$ cat config.mk
export PLATFORM = sky130hd
export DESIGN_NAME = lfsr_gen
export DESIGN_NICKNAME = d
export VERILOG_FILES = /design/src/rtl/lfsr_gen.sv
export SDC_FILE = /design/constraint.sdc
export NUM_CORES = 1
export LEC_CHECK = 0
export ABC_AREA = 0
export BUFFER_PORTS_ARGS = -buffer_cell sky130_fd_sc_hd__buf_2
export CELL_PAD_IN_SITES_DETAIL_PLACEMENT = 0
export CELL_PAD_IN_SITES_GLOBAL_PLACEMENT = 2
export CORE_MARGIN = 4
export CORE_UTILIZATION = 36
export DETAILED_ROUTE_END_ITERATION = 12
export GPL_TIMING_DRIVEN = 0
export PLACE_DENSITY_LB_ADDON = 0.1
export SKIP_CTS_REPAIR_TIMING = 1
export SLEW_MARGIN = 10
export SYNTH_ARGS = -nofsm -noshare
export SYNTH_HDL_FRONTEND = slang
export SYNTH_SLANG_ARGS = --single-unit
$ cat constraint.sdc
create_clock -name clk_in -period 2.9 [get_ports clk_in]
set_input_delay 0.435 -clock clk_in [delete_from_list [all_inputs] [get_ports clk_in]]
set_output_delay 0.435 -clock clk_in [all_outputs]
set_load 0.01 [all_outputs]
$ cat src/rtl/lfsr_gen.sv
// Parametrised Galois/Fibonacci LFSR with seed load, zero-seed substitution and period measurement.
// Load and mode change take effect one edge later; en_in low simply holds all state.
module lfsr_gen #(
  parameter int                WIDTH      = 16,
  parameter logic [WIDTH-1:0]  TAPS       = WIDTH'(16'hB400),
  parameter logic [WIDTH-1:0]  RESET_SEED = WIDTH'(1)
) (
  input  logic              clk_in,
  input  logic              rst_in,
  input  logic              en_in,
  input  logic              load_in,
  input  logic [WIDTH-1:0]  seed_in,
  input  logic              mode_in,
  output logic [WIDTH-1:0]  q_out,
  output logic              bit_out,
  output logic              seed_err_out,
  output logic              period_valid_out,
  output logic [WIDTH-1:0]  period_out,
  output logic              locked_out
);

  localparam logic [0:0]       MEASURE = 1'b0;
  localparam logic [0:0]       LOCKED  = 1'b1;
  localparam logic [WIDTH-1:0] CNT_MAX = '1;

  logic [WIDTH-1:0] q_r;
  logic [WIDTH-1:0] ref_r;
  logic [WIDTH-1:0] count_r;
  logic [WIDTH-1:0] period_r;
  logic             mode_r;
  logic [0:0]       state_r;
  logic             seed_err_r;
  logic             period_vld_r;

  logic [WIDTH-1:0] next_galois;
  logic [WIDTH-1:0] next_fib;
  logic [WIDTH-1:0] step_next;
  logic [WIDTH-1:0] load_val;
  logic             seed_zero;

  always_comb begin
    next_galois = (q_r >> 1) ^ (q_r[0] ? TAPS : '0);
    next_fib    = {q_r[WIDTH-2:0], ^(q_r & TAPS)};
    step_next   = mode_r ? next_fib : next_galois;
    seed_zero   = (seed_in == '0);
    load_val    = seed_zero ? WIDTH'(1) : seed_in;
  end

  always_ff @(posedge clk_in or posedge rst_in) begin
    if (rst_in) begin
      q_r          <= RESET_SEED;
      ref_r        <= RESET_SEED;
      count_r      <= '0;
      period_r     <= '0;
      mode_r       <= 1'b0;
      state_r      <= MEASURE;
      seed_err_r   <= 1'b0;
      period_vld_r <= 1'b0;
    end else begin
      seed_err_r   <= 1'b0;
      period_vld_r <= 1'b0;
      if (load_in) begin
        q_r        <= load_val;
        ref_r      <= load_val;
        count_r    <= '0;
        state_r    <= MEASURE;
        seed_err_r <= seed_zero;
      end else if (mode_in != mode_r) begin
        // The state is kept and becomes the new reference for the other form.
        mode_r  <= mode_in;
        ref_r   <= q_r;
        count_r <= '0;
        state_r <= MEASURE;
      end else if (en_in) begin
        q_r <= step_next;
        // A saturated count means the reference was never revisited; report nothing.
        if (step_next == ref_r && count_r != CNT_MAX) begin
          period_r     <= count_r + WIDTH'(1);
          period_vld_r <= 1'b1;
          state_r      <= LOCKED;
          count_r      <= '0;
        end else if (count_r != CNT_MAX) begin
          count_r <= count_r + WIDTH'(1);
        end
      end
    end
  end

  assign q_out            = q_r;
  assign bit_out          = mode_r ? q_r[WIDTH-1] : q_r[0];
  assign seed_err_out     = seed_err_r;
  assign period_valid_out = period_vld_r;
  assign period_out       = period_r;
  assign locked_out       = (state_r == LOCKED);

endmodule

Word-level counts from Yosys, hierarchy flattened:

Index checks and enable logic that the tools add are counted.

* word-level logic and storage cells: 52
* input port bits: 21
* flip-flop bits (word level): 68
* output and inout port bits: 36

* equal/unequal tests: 4
* bitwise gates (word level): 3
* $add $sub $neg: 1
* muxes and demuxes: 23
* reductions and logical operators: 13

Operators with widths (number)
* 16-bit two-way mux: 13
* 16-bit by 1-bit adder with 16-bit output, second input constant: 1
* 16-bit == test: 1
* 16-bit logical NOT: 1
* 16-bit != test, second input constant: 1
* 16-bit parity: 1
* 15-bit by 16-bit XOR with 16-bit output: 1
* 1-bit two-way mux: 10
* 2-bit AND reduction: 4
* 3-bit nonzero test: 2
* 4-bit AND reduction: 1
* 2-bit nonzero test: 2
* 4-bit nonzero test: 1
* 2-bit != test, second input constant: 1
* 1-bit inverter: 2
* 1-bit logical AND: 1
* 1-bit != test: 1

Longest topological paths before layout:

Gate-level depths: netlist of the first run.

* depth in word-level cells: 9
* gate-level depth with buffers: 11
* gate-level depth less buffers: 8

Worst setup path after synthesis of the first run:

Ideal clock, no wire load.

* path type: register to register
* start: reg q_r[0] (netlist: q_out[0])
* end: reg period_r[11] (netlist: period_out[11])
* required time: 2.771 ns
* setup time: 0.129 ns
* arrival time: 2.207 ns
* setup slack: 0.564 ns
* buffers on the path: 2
* cell stages (with the launch flop): 9
* cells stage by stage: dfstp_2 buf_2 mux2i_1 xor2_1 nand4_1 nor4_4 nand2_4 buf_6 o41a_1

* cells in the longest elaborated chain, start to end: 6

Ends and longest elaborated chain
* from (decl): RTL line 26 `logic [WIDTH-1:0] q_r;`
* from (signal assigned): RTL line 63 `q_r <= load_val;`
* from (signal assigned): RTL line 75 `q_r <= step_next;`
* 16-bit two-way mux: RTL line 42 `next_galois = (q_r >> 1) ^ (q_r[0] ? TAPS : '0);`
* 15-bit by 16-bit XOR with 16-bit output: RTL line 42
* 16-bit two-way mux *: RTL line 44 `step_next = mode_r ? next_fib : next_galois;`
* 16-bit == test *: RTL line 77 `if (step_next == ref_r && count_r != CNT_MAX) begin`
* 1-bit logical AND *: RTL line 77
* 4-bit AND reduction (no line) *
* to (signal assigned): RTL line 78 `period_r <= count_r + WIDTH'(1);`
* to (decl): RTL line 29 `logic [WIDTH-1:0] period_r;`

Mark *: on every way between the ends. The rest lies on a longest branch, timed or not.
A chain may end at the register's enable or synchronous reset.

Worst setup path in the final report of the first run:

* start: reg q_r[0] (netlist: q_out[0])
* end: reg period_r[9] (netlist: period_out[9])

The elaborated chain is that of the path after synthesis.

==> out/qor.csv, run 1 <==
stage;metric;value;unit
floorplan;area of the die;12400;µm²
global_routing;total congestion overflow after global routing;0;
routing;Pre-Repair DR Iteration Count;4;
worst_setup_path;Top delay family on crit path;simple AND/OR/NAND/NOR gates;
cts;CTS HTree Levels;3;
pwr;worst ir drop on vdd;0.208;mV
synthesis;predominant post-synthesis flop cell;sky130_fd_sc_hd__dfrtp_1;
synthesis;syn_nets;413;
synthesis;main area contributors after synthesis;sky130_fd_sc_hd__dfrtp_1, sky130_fd_sc_hd__mux2i_1, sky130_fd_sc_hd__nand2_1;
final_layout;ratio of cells with drive above 1 in the final layout;22.2;%
floorplan;core region area;10400;µm²
worst_setup_path;Arrival @ worst endpoint;2.89;ns
worst_setup_path;worst reg2reg path startpoint;q_out[0]$_DFFE_PP1P_;
sta;max-slew violations;0;
floorplan;boundary pin count;57;
placed_design;weighted congestion reported at the end of routability-driven placement;0.800;
synthesis;number of instances in the synthesized netlist;391;
worst_setup_path;slowest cell on the critical path;sky130_fd_sc_hd__dfstp_2;
placed_design;Port Buffer Count;54;
sta;upper clock frequency limit;375;MHz
floorplan;horizontal die dimension;111;µm
status;status;finished, final reports clean;
final_layout;Final Net Count;479;
synthesis;Post-Synthesis Mean Instance Area;9.83;µm²
synthesis;async set-or-reset flop fraction in the synthesized netlist;100;%
sta;crit path time final;2.66;ns
job;total of max-cap violations;0;
synthesis;portion of the post-synthesis area used by sequential elements;44.3;%
placed_design;Detail Placement HPWL;7.66;mm
worst_setup_path;reg2reg end;period_out[9]$_DFFE_PP0P_;
worst_setup_path;critical path cell sequence;buf_2 -> mux2i_1 -> xor2_1 -> nand4_1 -> nor4_4 -> nand2_4 -> nor2_8 -> mux2_2;
final_layout;most frequent cells in the layout;sky130_fd_sc_hd__dfrtp_1, sky130_fd_sc_hd__buf_2, sky130_fd_sc_hd__nand2_1;
routing;DRT antenna net count;0;
synthesis;EDFF count, synth;0;
sta;clock skew;0.0116;ns
sta;number of endpoints failing setup at the final stage;0;
sta;RSZ-0062 raised after global routing;no;
routing;post-DR wirelength/cell;18.4;µm
worst_setup_path;flop2flop setup slack;0.24;ns
synthesis;share of Yosys cell area claimed by the top area cell type;43.0;%
worst_setup_path;worst path bufs/invs;1;
sta;remaining max-slew budget at the tightest pin;55.4;%
cts;CTS Root Buffer Type;sky130_fd_sc_hd__clkbuf_8;
global_routing;antenna violations before repair;0;
cts;maximum number of buffers from clock root to sink;2;
placed_design;Placed Instances;582;
routing;final routed wirelength across all metal layers;11.0;mm
final_layout;number of standard cells in the final layout excluding fillers;595;
routing;iteration-0 DRC count of the detailed router;154;
synthesis;mapped cell area;3840;µm²
pwr;sum of internal, switching and leakage power;2460;µW
floorplan;effective utilization at floorplan;37.1;%
cts;Clk Latency, worst-skew pair;0.35;ns
worst_setup_path;max incr delay on CP;0.54;ns
worst_setup_path;critical path required time;3.12;ns
cts;clock slew at reported path FFs;0.08;ns
routing;DR DRC count;0;
global_routing;number of global-route vias before repair;3392;
synthesis;post-synth cell types;53;
worst_setup_path;endpoint type of the worst setup path;flop;
sta;slew at the pin closest to its max-slew limit;0.663;ns
sta;Final period util;91.8;%
worst_setup_path;startpoint kind of the worst setup timing path;flop;
pwr;total power density per cell area;550;nW/µm²
routing;average vias per placed instance;5.30;
min_path;class of the worst hold path;in2async;
sta;Hold Vio Cnt, Final;0;
routing;detailed-route via count;3151;
synthesis;Warnings, synthesis;0;
cts;total CTS buffers;9;
floorplan;std cell rows;37;
cts;CTS sink cnt;68;
synthesis;FF+latch count, synth;68;
pwr;Static Leakage;0.00212;µW
floorplan;y dimension of the die;111;µm
cts;clock tree from TritonCTS;built;
final_layout;count of inserted antenna diode cells;0;
worst_setup_path;largest fanout of any net on the critical path;10;
final_layout;commonest non-fill, non-tap cell in the layout;sky130_fd_sc_hd__dfrtp_1;
synthesis;cell taking the most area after synthesis;sky130_fd_sc_hd__dfrtp_1;
worst_setup_path;Register-to-Register Path Depth;8;
worst_setup_path;Setup CP Type;reg2reg;
global_routing;total track usage;18.5;%
global_routing;pin count of the biggest net entering global routing;37;
global_routing;first-pass GRT wire length;18.2;mm
final_layout;layout-stage area growth over the synthesis result;16.3;%
-- cell families after synthesis --
group	synth area share [%]
AND/OR/NAND/NOR	17.2
AO/OA/AOI/OAI	15.6
flip-flops	44.3
multiplexers	10.6
XOR/XNOR	8.11
buffers and inverters	3.81
adder cells (fa/ha/maj)	0.325
-- worst max-delay path by stage --
| stage | start | to | slack [ns] | cells after the start |
|---|---|---|---|---|
| floorplan | q_out[0]$_DFFE_PP1P_ | period_out[11]$_DFFE_PP0P_ | 0.56 | 8 |
| global placement | rst_in | q_out[5]$_DFFE_PP0P_ | -0.40 | 2 |
| detailed placement | count_r[0]$_DFFE_PP0P_ | count_r[15]$_DFFE_PP0P_ | -0.10 | 9 |
| CTS | count_r[0]$_DFFE_PP0P_ | count_r[15]$_DFFE_PP0P_ | -0.16 | 9 |
| global route | count_r[0]$_DFFE_PP0P_ | count_r[15]$_DFFE_PP0P_ | 0.04 | 9 |
| finish | q_out[0]$_DFFE_PP1P_ | period_out[9]$_DFFE_PP0P_ | 0.24 | 8 |
-- cell usage after synthesis, types with 6 or more instances --
| cell | n |
|---|---|
| sky130_fd_sc_hd__dfrtp_1 | 66 |
| sky130_fd_sc_hd__nand2_1 | 51 |
| sky130_fd_sc_hd__a21oi_1 | 27 |
| sky130_fd_sc_hd__nor2_1 | 26 |
| sky130_fd_sc_hd__mux2i_1 | 25 |
| sky130_fd_sc_hd__o21ai_0 | 19 |
| sky130_fd_sc_hd__xnor2_1 | 18 |
| sky130_fd_sc_hd__xor2_1 | 15 |
| sky130_fd_sc_hd__clkbuf_1 | 9 |
| sky130_fd_sc_hd__mux2_2 | 9 |
| sky130_fd_sc_hd__nand4_1 | 9 |
| sky130_fd_sc_hd__and2_1 | 8 |
| sky130_fd_sc_hd__nand3_1 | 8 |
| sky130_fd_sc_hd__nor2b_1 | 7 |
| sky130_fd_sc_hd__o31ai_1 | 7 |
| sky130_fd_sc_hd__a31oi_1 | 6 |
| sky130_fd_sc_hd__buf_2 | 6 |
| sky130_fd_sc_hd__inv_1 | 6 |
-- flip-flops by register name, indices dropped and copies added (netlist names) --
name	cells
q_out	16
period_out	16
count_r	16
locked_out	1
mode_r	1
period_valid_out	1
ref_r	16
seed_err_out	1
-- metal layers --
metal | share of wire (%) | GRT usage, %
met1 | 43 | 22.3
met3 | 4.6 | 5.11
met4 | 1.1 | 4.46
met2 | 51 | 33.0
met5 | 0 | 0
-- area by class of cell --
type | instances | area [µm²]
fillers | 1068 | 5900
multi-input cells | 295 | 2010
flip-flops and latches | 68 | 1700
repair buffers | 55 | 290
well taps | 136 | 170
clock buffers | 9 | 124
plain buffers | 21 | 121
inverters | 7 | 28.8
clock inverters | 4 | 20.0
-- where the power goes --
group	total (µW)	internal (µW)	switching [µW]	leakage [µW]
Combinational	681	293	388	0.00117
Clock	641	290	351	0.0000803
Sequential	1140	1030	103	0.000871
Total	2460	1620	842	0.00212
-- through the flow --
step	instance area, µm²	hold WS [ns]	setup WS, ns	utilization, %	TNS (ns)
6_report	4470	0.112	0.237	43.1	0
3_5_place_dp	4310	0.469	-0.103	41.5	-0.202
3_3_place_gp	4280	0.461	-0.399	41.3	-26.45
2_1_floorplan	3840	0.475	0.564	-	0
5_1_grt	4470	0.123	0.0404	43.1	0
4_1_cts	4450	0.109	-0.163	42.9	-0.370
Note: power is estimated with default switching activity, not from simulation.
==> run 2, diff against run 1 <==
PLACE_DENSITY = 0.77   (was default)
PLACE_DENSITY_LB_ADDON = default   (was 0.1)
==> run 2 against run 1 <==
Effect of this change: die area unchanged; flip-flop and latch count is the same; global-route usage hardly changed; cell count up 0.34%; setup slack got worse by 0.095 ns; fmax fell by 3.4%; non-clock buffer count down 1; routed wire length is 0.24% lower; sequential share of layout area decreased by 0.83 points.
==> out/qor.csv, run 2 (same netlist as run 1, synthesis figures left out) <==
stage;metric;value;unit
pwr;Static Leakage;0.00215;µW
sta;total negative slack for setup checks;0;ns
worst_setup_path;max incr delay on CP;0.52;ns
routing;iteration-0 DRC count of the detailed router;216;
sta;max-slew violations;0;
final_layout;most frequent cells in the layout;sky130_fd_sc_hd__dfrtp_1, sky130_fd_sc_hd__buf_2, sky130_fd_sc_hd__nand2_1;
cts;total CTS buffers;9;
sta;RSZ-0062 raised after global routing;no;
sta;upper clock frequency limit;363;MHz
sta;worst path setup slack after routing;0.142;ns
floorplan;boundary pin count;57;
global_routing;total congestion overflow after global routing;0;
worst_setup_path;endpoint type of the worst setup path;flop;
final_layout;commonest non-fill, non-tap cell in the layout;sky130_fd_sc_hd__dfrtp_1;
floorplan;std cell rows;37;
placed_design;weighted congestion reported at the end of routability-driven placement;0.806;
global_routing;pin count of the biggest net entering global routing;38;
sta;Hold Vio Cnt, Final;0;
cts;clock slew at reported path FFs;0.08;ns
placed_design;Detail Placement HPWL;7.87;mm
final_layout;ratio of cells with drive above 1 in the final layout;22.6;%
worst_setup_path;largest fanout of any net on the critical path;10;
cts;CTS Root Buffer Type;sky130_fd_sc_hd__clkbuf_8;
sta;Final period util;95.1;%
worst_setup_path;critical path required time;3.13;ns
routing;final routed wirelength across all metal layers;10.9;mm
pwr;total power density per cell area;612;nW/µm²
worst_setup_path;worst path bufs/invs;1;
routing;DRT antenna net count;0;
cts;CTS HTree Levels;3;
routing;average vias per placed instance;5.26;
worst_setup_path;startpoint kind of the worst setup timing path;flop;
worst_setup_path;Setup CP Type;reg2reg;
final_layout;Final Net Count;478;
cts;Clk Latency, worst-skew pair;0.34;ns
status;status;finished, final reports clean;
cts;CTS sink cnt;68;
sta;hold slack;0.102;ns
routing;Pre-Repair DR Iteration Count;5;
job;total of max-cap violations;0;
worst_setup_path;critical path cell sequence;buf_2 -> mux2i_1 -> xor2_1 -> nand4_1 -> nor4_4 -> nand2_4 -> nor2_8 -> mux2_2;
worst_setup_path;Top delay family on crit path;simple AND/OR/NAND/NOR gates;
floorplan;core region area;10400;µm²
cts;clock tree from TritonCTS;built;
sta;clock skew;0.0157;ns
worst_setup_path;Arrival @ worst endpoint;2.99;ns
routing;detailed-route via count;3138;
placed_design;Port Buffer Count;54;
global_routing;total track usage;18.5;%
floorplan;area of the die;12400;µm²
placed_design;post-place setup slack;-0.0644;ns
final_layout;count of inserted antenna diode cells;0;
global_routing;first-pass GRT wire length;18.3;mm
cts;maximum number of buffers from clock root to sink;2;
global_routing;antenna violations before repair;0;
sta;crit path time final;2.76;ns
floorplan;horizontal die dimension;111;µm
sta;number of endpoints failing setup at the final stage;0;
pwr;worst ir drop on vdd;0.228;mV
floorplan;effective utilization at floorplan;37.1;%
final_layout;layout-stage area growth over the synthesis result;18.8;%
worst_setup_path;slowest cell on the critical path;sky130_fd_sc_hd__dfstp_2;
routing;post-DR wirelength/cell;18.3;µm
sta;slew at the pin closest to its max-slew limit;0.664;ns
floorplan;y dimension of the die;111;µm
min_path;class of the worst hold path;in2async;
routing;DR DRC count;0;
global_routing;number of global-route vias before repair;3203;
sta;remaining max-slew budget at the tightest pin;55.7;%
## run 2: layout make-up
class | count | area (µm²)
flip-flops and latches | 68 | 1700
repair buffers | 55 | 290
fillers | 1073 | 5800
multi-input cells | 295 | 2020
clock buffers | 10 | 128
plain buffers | 20 | 118
well taps | 136 | 170
inverters | 7 | 28.8
clock inverters | 6 | 111
## run 2: path summary, 6_finish.rpt
path                                           start  slack, ns  cells after the start                        end
max                             q_out[0]$_DFFE_PP1P_       0.14                      8  period_out[9]$_DFFE_PP0P_
min                                           rst_in       0.10                      2      q_out[15]$_DFFE_PP0P_
max reg2reg                     q_out[0]$_DFFE_PP1P_       0.14                      8  period_out[9]$_DFFE_PP0P_
min reg2reg                period_out[1]$_DFFE_PP0P_       0.49                      1  period_out[1]$_DFFE_PP0P_
max in group asynchronous                     rst_in       2.18                      3       q_out[0]$_DFFE_PP1P_
min in group clk_in                       seed_in[3]       0.35                      3       ref_r[3]$_DFFE_PP0N_
## run 2: layer usage
| layer | track usage, % | share of wire (%) | vias up |
|---|---|---|---|
| met2 | 26.5 | 44 | 49 |
| li1 | - | - | 1526 |
| met3 | 2.50 | 3.1 | 9 |
| met1 | 29.0 | 52 | 1554 |
| met4 | 5.35 | 1.1 | 0 |
| met5 | 0 | 0 | - |
## run 2: report_power, final
part           total [µW]  internal, µW  switching [µW]
combinational         691           294             397
clock                 967           574             393
sequential           1140          1030             105
## run 2: through the flow
step | instances | util, % | total power (µW) | cell area (µm²)
after detailed placement | 582 | 41.5 | 1840 | 4310
after CTS | 598 | 43.8 | 2810 | 4550
final | 597 | 44.1 | 2790 | 4570
after global placement | 581 | 41.3 | 1840 | 4280
after global routing | 597 | 44.1 | 2950 | 4570
after floorplan | 391 | - | 1610 | 3840
